File: src/rtl/protocol_attributes_class.sv
// protocol_attributes_class: pipelined PlusFour (x+4 with x+1 OneMore callback) and combinational ShiftLeftOne via external callback
module protocol_attributes_class #(
  parameter int STARTUP_CYCLES = 2,
  parameter int STALL_RATE_WIDTH = 3
) (
  input  logic                        clk,
  input  logic                        rst,
  output logic                        rst_and_startup_done_out,
  input  logic                        PlusFour_valid_in,
  input  logic [31:0]                 PlusFour_x_in,
  output logic                        PlusFour_valid_out,
  output logic [31:0]                 PlusFour_result_out,
  output logic                        OneMore_valid_out,
  output logic [31:0]                 OneMore_a_out,
  input  logic                        ShiftLeftOne_valid_in,
  input  logic [31:0]                 ShiftLeftOne_x_in,
  output logic [31:0]                 ShiftLeftOne_result_out,
  output logic                        ShiftLeftCallback_valid_out,
  output logic [31:0]                 ShiftLeftCallback_a_out,
  output logic [4:0]                  ShiftLeftCallback_amt_out,
  input  logic [31:0]                 ShiftLeftCallback_result_in,
  output logic                        stall_rate_supported_out,
  input  logic                        stall_rate_valid_in,
  input  logic [STALL_RATE_WIDTH-1:0] stall_rate_in
);
  localparam int CW = $clog2(STARTUP_CYCLES + 1);
  logic [CW-1:0] cnt;
  logic          accept;
  logic          unused_stall;
  assign accept = PlusFour_valid_in & rst_and_startup_done_out;
  always_ff @(posedge clk or posedge rst)
    if (rst) begin
      cnt                      <= '0;
      rst_and_startup_done_out <= 1'b0;
      OneMore_valid_out        <= 1'b0;
      OneMore_a_out            <= '0;
      PlusFour_valid_out       <= 1'b0;
      PlusFour_result_out      <= '0;
    end else begin
      if (!rst_and_startup_done_out) begin
        cnt                      <= cnt + CW'(1);
        rst_and_startup_done_out <= cnt == CW'(STARTUP_CYCLES - 1);
      end
      OneMore_valid_out  <= accept;
      PlusFour_valid_out <= OneMore_valid_out;
      if (accept) OneMore_a_out <= PlusFour_x_in + 32'd1;
      if (OneMore_valid_out) PlusFour_result_out <= OneMore_a_out + 32'd3;
    end
  assign ShiftLeftCallback_valid_out = ShiftLeftOne_valid_in & rst_and_startup_done_out;
  assign ShiftLeftCallback_a_out     = ShiftLeftOne_x_in;
  assign ShiftLeftCallback_amt_out   = 5'd1;
  assign ShiftLeftOne_result_out     = ShiftLeftCallback_result_in;
  assign stall_rate_supported_out    = 1'b0;
  assign unused_stall                = ^{stall_rate_valid_in, stall_rate_in};
endmodule

File: config.mk
export PLATFORM = sky130hd
export DESIGN_NAME = protocol_attributes_class
export DESIGN_NICKNAME = d
export VERILOG_FILES = /design/src/rtl/protocol_attributes_class.sv
export SDC_FILE = /design/constraint.sdc
export NUM_CORES = 1
export LEC_CHECK = 0
export ABC_AREA = 1
export BUFFER_PORTS_ARGS = -buffer_cell sky130_fd_sc_hd__buf_4
export CELL_PAD_IN_SITES_DETAIL_PLACEMENT = 1
export CELL_PAD_IN_SITES_GLOBAL_PLACEMENT = 1
export CORE_MARGIN = 8
export CORE_UTILIZATION = 31
export DETAILED_ROUTE_END_ITERATION = 8
export HOLD_SLACK_MARGIN = 0.03
export PLACE_DENSITY_LB_ADDON = 0.1
export REMOVE_ABC_BUFFERS = 1
export SKIP_LAST_GASP = 1
export SYNTH_ARGS = -nofsm -noshare
export SYNTH_HDL_FRONTEND = slang
export SYNTH_SLANG_ARGS = --single-unit
File: constraint.sdc
create_clock -name clk -period 2.7 [get_ports clk]
set_clock_uncertainty 0.1 [all_clocks]
set_input_delay 0.54 -clock clk [delete_from_list [all_inputs] [get_ports clk]]
set_output_delay 0.54 -clock clk [all_outputs]
set_load 0.03 [all_outputs]
== After elaboration in Yosys (flattened, before gate mapping) ==
Cells that the tools add are included.

* Flip-flop bits (word level): 69
* Input port bits: 104
* Logic and storage cells: 13

* Add/subtract/negate cells: 3
* Equality and inequality tests: 1
* Muxes and demuxes: 1
* Bitwise logic cells: 2

{| class="wikitable"
|+ Operators by type and width
! kind !! count
|-
| 32-bit by 1-bit adder with 32-bit output (second input constant) || 1
|-
| 32-bit by 2-bit adder with 32-bit output (second input constant) || 1
|-
| 2-bit by 1-bit adder with 2-bit output (second input constant) || 1
|-
| 1-bit AND || 2
|-
| 2-bit by 1-bit == test with 1-bit output (second input constant) || 1
|-
| 1-bit 2-to-1 mux || 1
|}

== Depth between registers and ports, before layout ==
Gate-level depths: netlist of run 1.

* Word-level depth: 2
* Gate-level depth with buffers: 10
* Gate-level depth less buffers: 10

== Worst setup path after synthesis of run 1 ==
No wires, ideal clock.

* Kind: register to register
* Start point: register OneMore_a_out[0]
* End point: register PlusFour_result_out[26]
* Setup time: 0.117 ns
* Data arrival time: 1.523 ns
* Path slack: 0.960 ns
* Stages on the path, launching flop included: 11
* Buffers on the path: 0
* Clock period less this slack: 1.740 ns
* Path through: dfrtp_1 > inv_1 > ha_1 > nor2_4 > nand2_4 > nor2_4 > nand2_1 > nand2_1 > nand2_1 > nand2_1 > nand2_1

* Word-level cells in the longest chain between the ends: 1

{| class="wikitable"
|+ RTL lines
! what !! line !! text
|-
| from (decl) || 14 || <nowiki>output logic [31:0] OneMore_a_out,</nowiki>
|-
| from (signal assigned) || 46 || <nowiki>if (accept) OneMore_a_out <= PlusFour_x_in + 32'd1;</nowiki>
|-
| 32-bit by 2-bit adder with 32-bit output || 47 || <nowiki>if (OneMore_valid_out) PlusFour_result_out <= OneMore_a_out + 32'd3;</nowiki>
|-
| to (signal assigned) || 47 ||
|-
| to (decl) || 12 || <nowiki>output logic [31:0] PlusFour_result_out,</nowiki>
|}

No other way between the ends.
A chain may end at the register's enable or synchronous reset.

== Worst setup path after layout of run 1 ==
* Start point: register OneMore_a_out[0]
* End point: register PlusFour_result_out[28]

Same word-level chain as after synthesis.

==> metrics list, run 1 <==
- Outcome: complete, no violations
* Internal power contribution: 2.18 mW
- Share of layout cells above drive strength 1: 20.4%
* Number of post-CTS setup repair buffers: 0
- Setup total negative slack on the finished layout was measured at 0 ns.
- Final WL: 19500 um
- Switching power: between 1 and 1.5 mW
- Slowest cell on the critical path: dfrtp_1
- Once placement completed, the tool counted placed cells totaling between 900 and 1000.
* Overall fraction of global-route tracks in use: between 10% and 20%
- Worst-skew pair later-pin latency: 0.34 ns
- In this run switching power makes up between 30% and 40% of total power.
- Initial Util: 31.4%
* DR vias/cell: around 4.7
- CTS tree: done
- No sink is reached through more buffers than the 2 on the longest clock path.
* Placer congestion estimate: between 0.8 and 0.9
* Required time of the critical path: 2.83 ns
- Unrepaired setup endpoints after global routing: no
- Initial antenna violation count: 0
- Drt first pass iters: 4
- STA classifies the critical path startpoint as a flip-flop.
* R2R Path End: PlusFour_result_out[28]
* Min Tclk post-route: ~1.8 ns
- By startpoint and endpoint, the worst setup path is classified as reg2reg.
* Finish-stage setup viols: 0
- Sequential cells were found to cover 35.0% of the synthesized design area.
* Die footprint: approximately 20000 sq um
- Remaining max-slew budget at the tightest pin: about 58%
* CP dominant cell by count: nand2_1
- The detail route stage leaves a number of antenna-violating nets equal to 0.
- After floorplanning, the core was divided into 46 placement rows.
- Gates resized during post-CTS repair numbered 0.
* Clock slew at the register clock pins of the worst setup and hold paths: roughly 0.060 ns
- Number of different library cells in the post-synthesis netlist: 24
- Post-Layout Cell Count: between 900 and 1000
* Launching point of the worst reg2reg path: OneMore_a_out[0]
* Post-Synthesis Mean Instance Area: just under 7 sq um
- The via count of the first global-routing pass was 4855.
- Layout net count: a little under 900
- Diode count: 0
- TritonCTS sink count: 69
* Register bit count reported by yosys: 69
- CTS Root Cell: clkbuf_16
- Leaving out fill and tap cells, the most frequent cells in the layout are nand2_1, buf_4, nor2_1.
- Core area: roughly 16000 sq um
- YS warnings: 0
* Clock share of power: between 30% and 40%
- Overflow after GRT: 0
- The final hold violation count came to 0.
* Cell breakdown of the critical path: inv_1, ha_1, nor2_4, inv_1, nor2_1, nand2_1, nand2_1, nand2_1, nand2_1, nand2_1
- Average routed wire per standard cell: 19.6 um
* Post-synth EDFFs: 0
- Ports: 242
* Pin slew with the least headroom to its limit: 0.634 ns
* Pin count of the biggest net entering global routing: between 40 and 50
* Total power per unit cell area: about 570 nW/um^2
- Counting the buffers created by CTS gives 9.
* Finished Cell Area: roughly 5800 sq um
- Across the run, the number of max-cap violations was 0.
* CP endpoint: PlusFour_result_out[28]
* DIE WIDTH: 142 um
- The filler cells instantiated in the layout total 2032.
- Number of cells on the worst reg-to-reg path: 10
- Detailed placement finished with a half-perimeter wire length of about 16000 um.
- Hold crit path type: in2async
* Top flip-flop cell by instance count after synthesis: dfrtp_1
- The analysis attributes to cell leakage a power of 2.88 nW.
- IR analysis of the VDD net gives a maximum drop of 0.264 mV.
- Count of port buffers added during placement: a little over 100
* Netlist area before placement: between 4000 and 5000 sq um
- Number of DRC markers in iteration 0: 210
- Count of unresolved DRC violations after routing: 0
- Global-route wire length before repair: about 30000 um
- Final worst-path cycle share: roughly 67%
* Final count of pins violating max slew: 0
- Main area contributors after synthesis: dfrtp_1, nand2_1, buf_4, nor2_1, inv_1
- Internal reg-to-reg setup slack: ~0.90 ns
- Yosys top cell by area: dfrtp_1
- The H-tree was split into 3 levels.
- Sequential cells burn approximately two fifths of the power.
- Largest stage delay on the critical path: roughly 0.41 ns
* Worst path arrival time: 1.92 ns
* Critical Path End Type: flip-flop
- Cts-stage hold buffer count: 0
- In this run the worst setup path begins at OneMore_a_out[0].
- Critical-path maximum fanout: 5
- Most common cell after layout, fill and taps aside: nand2_1
* Fraction of synthesis flops using an asynchronous set or reset pin: 100%
* Die H: around 140 um
* Cell count after synthesis: 732
* Maximum clock rate: about 0.56 GHz
- In this run the biggest area consumer among cell types represents between 30% and 40% of the synthesized area.
* Vias after detailed routing: around 4600
- Combinational cell fraction of total power: 24.2%
- Signed area change from the synthesized netlist to the final layout: 17.1%
* Standard cell area after detailed placement: approximately 5500 sq um
[critical path, delay by kind of cell, from the launching register on]
family	cells	cell delay, ns
AND/OR/NAND/NOR	7	0.76
buffers and inverters	2	0.15
adder cells (fa/ha/maj)	1	0.26
flip-flops	1	0.41
[metrics by stage]
| stage | hold slack (ns) | worst slack (ns) | total power [mW] | util, % |
|---|---|---|---|---|
| after floorplan | 0.350 | 0.320 | 1.72 | - |
| after global placement | 0.364 | 0.819 | 2.07 | 34.8 |
| after detailed placement | 0.371 | 0.793 | 2.09 | 34.8 |
| after CTS | 0.215 | 0.872 | 3.32 | 36.7 |
| after global routing | 0.236 | 0.717 | 3.45 | 36.7 |
| final | 0.194 | 0.902 | 3.27 | 36.7 |
[state kept, by name (all words and copies together), names as in the netlist]
signal and flops:
rst_and_startup_done_out 1, PlusFour_result_out 32, cnt 2, OneMore_a_out 32
PlusFour_valid_out 1, OneMore_valid_out 1
[worst min-delay path by stage]
stage | end | cells after the start | startpoint
after floorplan | cnt[1] | 2 | cnt[1]
after global placement | cnt[1] | 2 | cnt[1]
after detailed placement | PlusFour_result_out[24] | 2 | PlusFour_result_out[24]
after CTS | PlusFour_result_out[10] | 2 | rst
after global routing | rst_and_startup_done_out | 2 | rst
final | rst_and_startup_done_out | 2 | rst
[layout make-up]
class	instances	area [sq um]	area share, %
flip-flops and latches	69	1730	29.9
multi-input cells	529	2430	42.1
repair buffers	108	823	14.3
inverters	56	210	3.64
clock buffers	11	253	4.38
well taps	216	270	4.68
clock inverters	5	58.8	1.02
[power by group through the flow]
stage | clock [mW] | sequential [mW] | combinational [mW]
after floorplan | 0 | 1.46 | 0.256
after global placement | 0 | 1.28 | 0.792
after detailed placement | 0 | 1.28 | 0.805
after CTS | 1.25 | 1.27 | 0.807
after global routing | 1.30 | 1.28 | 0.866
final | 1.21 | 1.26 | 0.792
[cell families after synthesis]
| group | Yosys count | synth area share, % |
|---|---|---|
| AOI/OAI and AO/OA | 28 | 2.89 |
| xor gates and xnor gates | 26 | 4.62 |
| adders and majority gates | 3 | 0.761 |
| buffers and inverters | 138 | 16.0 |
| DFF | 69 | 35.0 |
| other | 2 | 0.152 |
| and+or+nand+nor | 466 | 40.6 |
[metal layers]
| layer | vias to the layer above | share of wire [%] | GRT usage (%) |
|---|---|---|---|
| met3 | 17 | 12 | 11.7 |
| met1 | 2175 | 46 | 25.8 |
| met2 | 200 | 40 | 26.6 |
| li1 | 2253 | - | - |
| met5 | - | 0.83 | 8.12 |
| met4 | 4 | 1.2 | 4.86 |
[cell usage after synthesis, types with 5 or more instances]
| cell | instances |
|---|---|
| buf_2 | 5 |
| inv_1 | 56 |
| nor2_2 | 11 |
| dfrtp_1 | 69 |
| nand3_1 | 41 |
| clkbuf_1 | 7 |
| xor2_1 | 23 |
| nand2_1 | 299 |
| nand2_2 | 8 |
| nand3b_1 | 11 |
| buf_4 | 70 |
| nor2_4 | 12 |
| o21ai_0 | 25 |
| nor2_1 | 76 |
Power figures use the tool's default switching activity.
==> inputs of run 2 (changes only) <==
--- a/config.mk
+++ b/config.mk
@@ -10,7 +10,7 @@
 export CELL_PAD_IN_SITES_DETAIL_PLACEMENT = 1
 export CELL_PAD_IN_SITES_GLOBAL_PLACEMENT = 1
 export CORE_MARGIN = 8
-export CORE_UTILIZATION = 31
+export CORE_UTILIZATION = 28
 export DETAILED_ROUTE_END_ITERATION = 8
 export HOLD_SLACK_MARGIN = 0.03
 export PLACE_DENSITY_LB_ADDON = 0.1
==> constraint.sdc (replaced) <==
create_clock -name clk -period 1.6 [get_ports clk]
set_clock_uncertainty 0.1 [all_clocks]
set_input_delay 0.32 -clock clk [delete_from_list [all_inputs] [get_ports clk]]
set_output_delay 0.32 -clock clk [all_outputs]
set_load 0.03 [all_outputs]
==> metrics list, run 2 (same netlist as run 1, synthesis figures left out) <==
- Among the stages of the critical path, the cell type that occurs most often is nand2_1.
- Required time of the critical path: 1.72 ns (-1.11 ns)
- The final critical-path share of the clock period is 96.8% (+30 points).
- Max-capacitance violation count: 0 (unchanged)
- The detailed-route DRC error count was 0 (unchanged).
- The routed wire length came to 20200 um (+3.7%).
- Largest stage delay on the critical path: 0.36 ns (-0.05 ns)
- The via count of the first global-routing pass was 5158 (+6.2%).
- The first-pass GRT wire length came to 31000 um (+4.6%).
- Finish-stage setup viols: 0 (unchanged)
- The via density per instance is 4.52 (-3.3%).
* Count of port buffers added during placement: 103 (unchanged)
- Die footprint: 22100 sq um (+9.5%)
* Final count of pins violating max slew: 0 (unchanged)
- Post-placement worst setup slack: -0.0868 ns (-0.880 ns)
* Critical Path End Type: flip-flop
* CTS Root Cell: clkbuf_16
* Number of failing hold endpoints at the final stage: 0 (unchanged)
* Overflow after GRT: 0 (unchanged)
- From synthesis to final layout, the design area changed by 28.0%.
* Placed wire-length estimate after detailed placement: 17000 um (+4.7%)
- Average routed wire per standard cell: 19.1 um (-2.4%)
- Final setup TNS: 0 ns (unchanged)
* Antenna violation net count after detailed routing: 0 (unchanged)
* Commonest non-fill, non-tap cells in the layout: nand2_1, buf_4, nor2_1
* Cts bufs inserted: 9 (unchanged)
- The boundary pin count is 242 (unchanged).
- Setup repair after global routing could not meet its margin everywhere.
* Die H: 149 um (+4.6%)
- Slowest cell on the critical path: dfrtp_1
* Maximum clock rate: 0.646 GHz (+16%)
* Layout net count: 933 (+6.0%)
- Number of core rows: 48 (+4.3%)
* Overall fraction of global-route tracks in use: 18.7% (-1.2 points)
- The clock latency of the later-clocked register in the worst-skew pair was 0.34 ns (about the same).
- Total power per unit cell area: 899 nW/um^2 (+59%)
- Pin count of the biggest net entering global routing: 42 (-4.5%)
* Number of DRC markers in iteration 0: 133 (-37%)
- The layout filler cell count came to 2203 (+8.4%).
- Walking the worst path, the cells encountered are inv_2, ha_4, nor2_4, nand2_4, nor2_4, nand2_1, nand2_1, nand2_1, nand2_1, nand2_1.
- The total power was 5.67 mW (+74%).
- The worst setup margin is 0.0519 ns (-0.850 ns).
* DIE WIDTH: 149 um (+4.6%)
- Core area: 17200 sq um (+9.7%)
* Internal reg-to-reg setup slack: 0.05 ns (-0.85 ns)
- The library cell used most frequently in the layout, excluding fill and tap cells, is nand2_1.
- The worst setup path is launched from a flip-flop.
- The overall via count from detail_route came to 4775 (+2.7%).
- TritonCTS sink count: 69 (unchanged)
- Worst path arrival time: 1.67 ns (-0.25 ns)
- Placer congestion estimate: 0.802 (-2.1%)
- Clock slew at the register clock pins of the worst setup and hold paths: 0.06 ns (about the same)
- Min Tclk post-route: 1.55 ns (-0.250 ns)
- Drt first pass iters: 4 (unchanged)
- TritonCTS built the clock tree.
* Outcome: complete, no violations
- The min-delay analysis places its worst path in the category in2reg.
- Share of layout cells above drive strength 1: 28.8% (+8.3 points)
* Initial antenna violation count: 0 (unchanged)
- The number of diodes added for antenna fixing is 0 (unchanged).
- Critical-path maximum fanout: 5 (unchanged)
- The critical path is of the reg2reg type.
- The leakage dissipation was 3.15 nW (+9.4%).
- Registers with the most flip-flops: OneMore_a_out (32), PlusFour_result_out (32), cnt (2)
- The peak ir drop on the vdd network came to 0.357 mV (+35%).
- The starting utilization of the core area was 28.6% (-2.8 points).
- CTS HTree Levels: 3 (unchanged)
- Number of buffers between clock root and the deepest sink: 2 (unchanged)
-- run 2: cell count changes in the layout (fill, tap and decap cells not counted), sizes merged --
cell	change
buf	+52
clkinv	+1
clkinvlp	-1
dlygate4sd3	+1
-- run 2: power breakdown --
group | switching, mW | internal, mW | leakage [nW] | total, mW
Combinational | 0.958 | 0.603 | 2.18 | 1.56
Sequential | 0.175 | 1.93 | 0.824 | 2.11
Clock | 0.756 | 1.25 | 0.146 | 2.01
Total | 1.89 | 3.79 | 3.15 | 5.67
-- run 2: area by class of cell --
type	instances	area, sq um	area share (%)
multi-input cells	529	2500	39.6
flip-flops and latches	69	1750	27.7
repair buffers	161	1270	20.2
well taps	225	282	4.46
clock buffers	11	243	3.85
inverters	56	210	3.33
clock inverters	5	60.1	0.951
-- run 2: critical path: cells and delay by family (launching register included) --
| kind | cells | cell delay, ns |
|---|---|---|
| simple gates | 8 | 0.75 |
| flops | 1 | 0.36 |
| fa+ha+maj | 1 | 0.17 |
| buf+inv | 1 | 0.06 |
-- run 2: final timing paths --
path	startpoint	endpoint	cells after the start
max	OneMore_a_out[0]	PlusFour_result_out[26]	10
min	PlusFour_x_in[3]	OneMore_a_out[3]	3
max reg2reg	OneMore_a_out[0]	PlusFour_result_out[26]	10
min reg2reg	PlusFour_result_out[22]	PlusFour_result_out[22]	2
max in group asynchronous	rst	OneMore_a_out[24]	4
min in group asynchronous	rst	PlusFour_result_out[6]	3
-- run 2: timing repair --
| action | in CTS | in global routing |
|---|---|---|
| setup endpoints to repair | 9 | 23 |
| resized for setup | 6 | 28 |
| buffers inserted | 1 | 3 |
| endpoints found under the hold margin | 10 | 0 |
| pin swaps | 3 | 6 |
| hold buffers | 1 | 0 |
-- run 2: metal layers --
layer	GRT usage, %	vias to the layer above	part of all wire, %
met3	10.7	18	12
met5	7.48	-	0.82
met2	26.5	200	41
li1	-	2358	-
met4	4.28	6	0.92
met1	23.3	2193	45
-- run 2: stage by stage --
step / hold slack (ns) / utilization (%) / instances / area (sq um)
final: 0.171 / 36.6 / 1056 / 6310
after floorplan: 0.332 / - / 654 / 4370
after detailed placement: 0.205 / 34.1 / 1035 / 5880
after CTS: 0.164 / 36.1 / 1053 / 6230
after global placement: 0.198 / 34.1 / 1035 / 5880
after global routing: 0.171 / 36.6 / 1056 / 6310
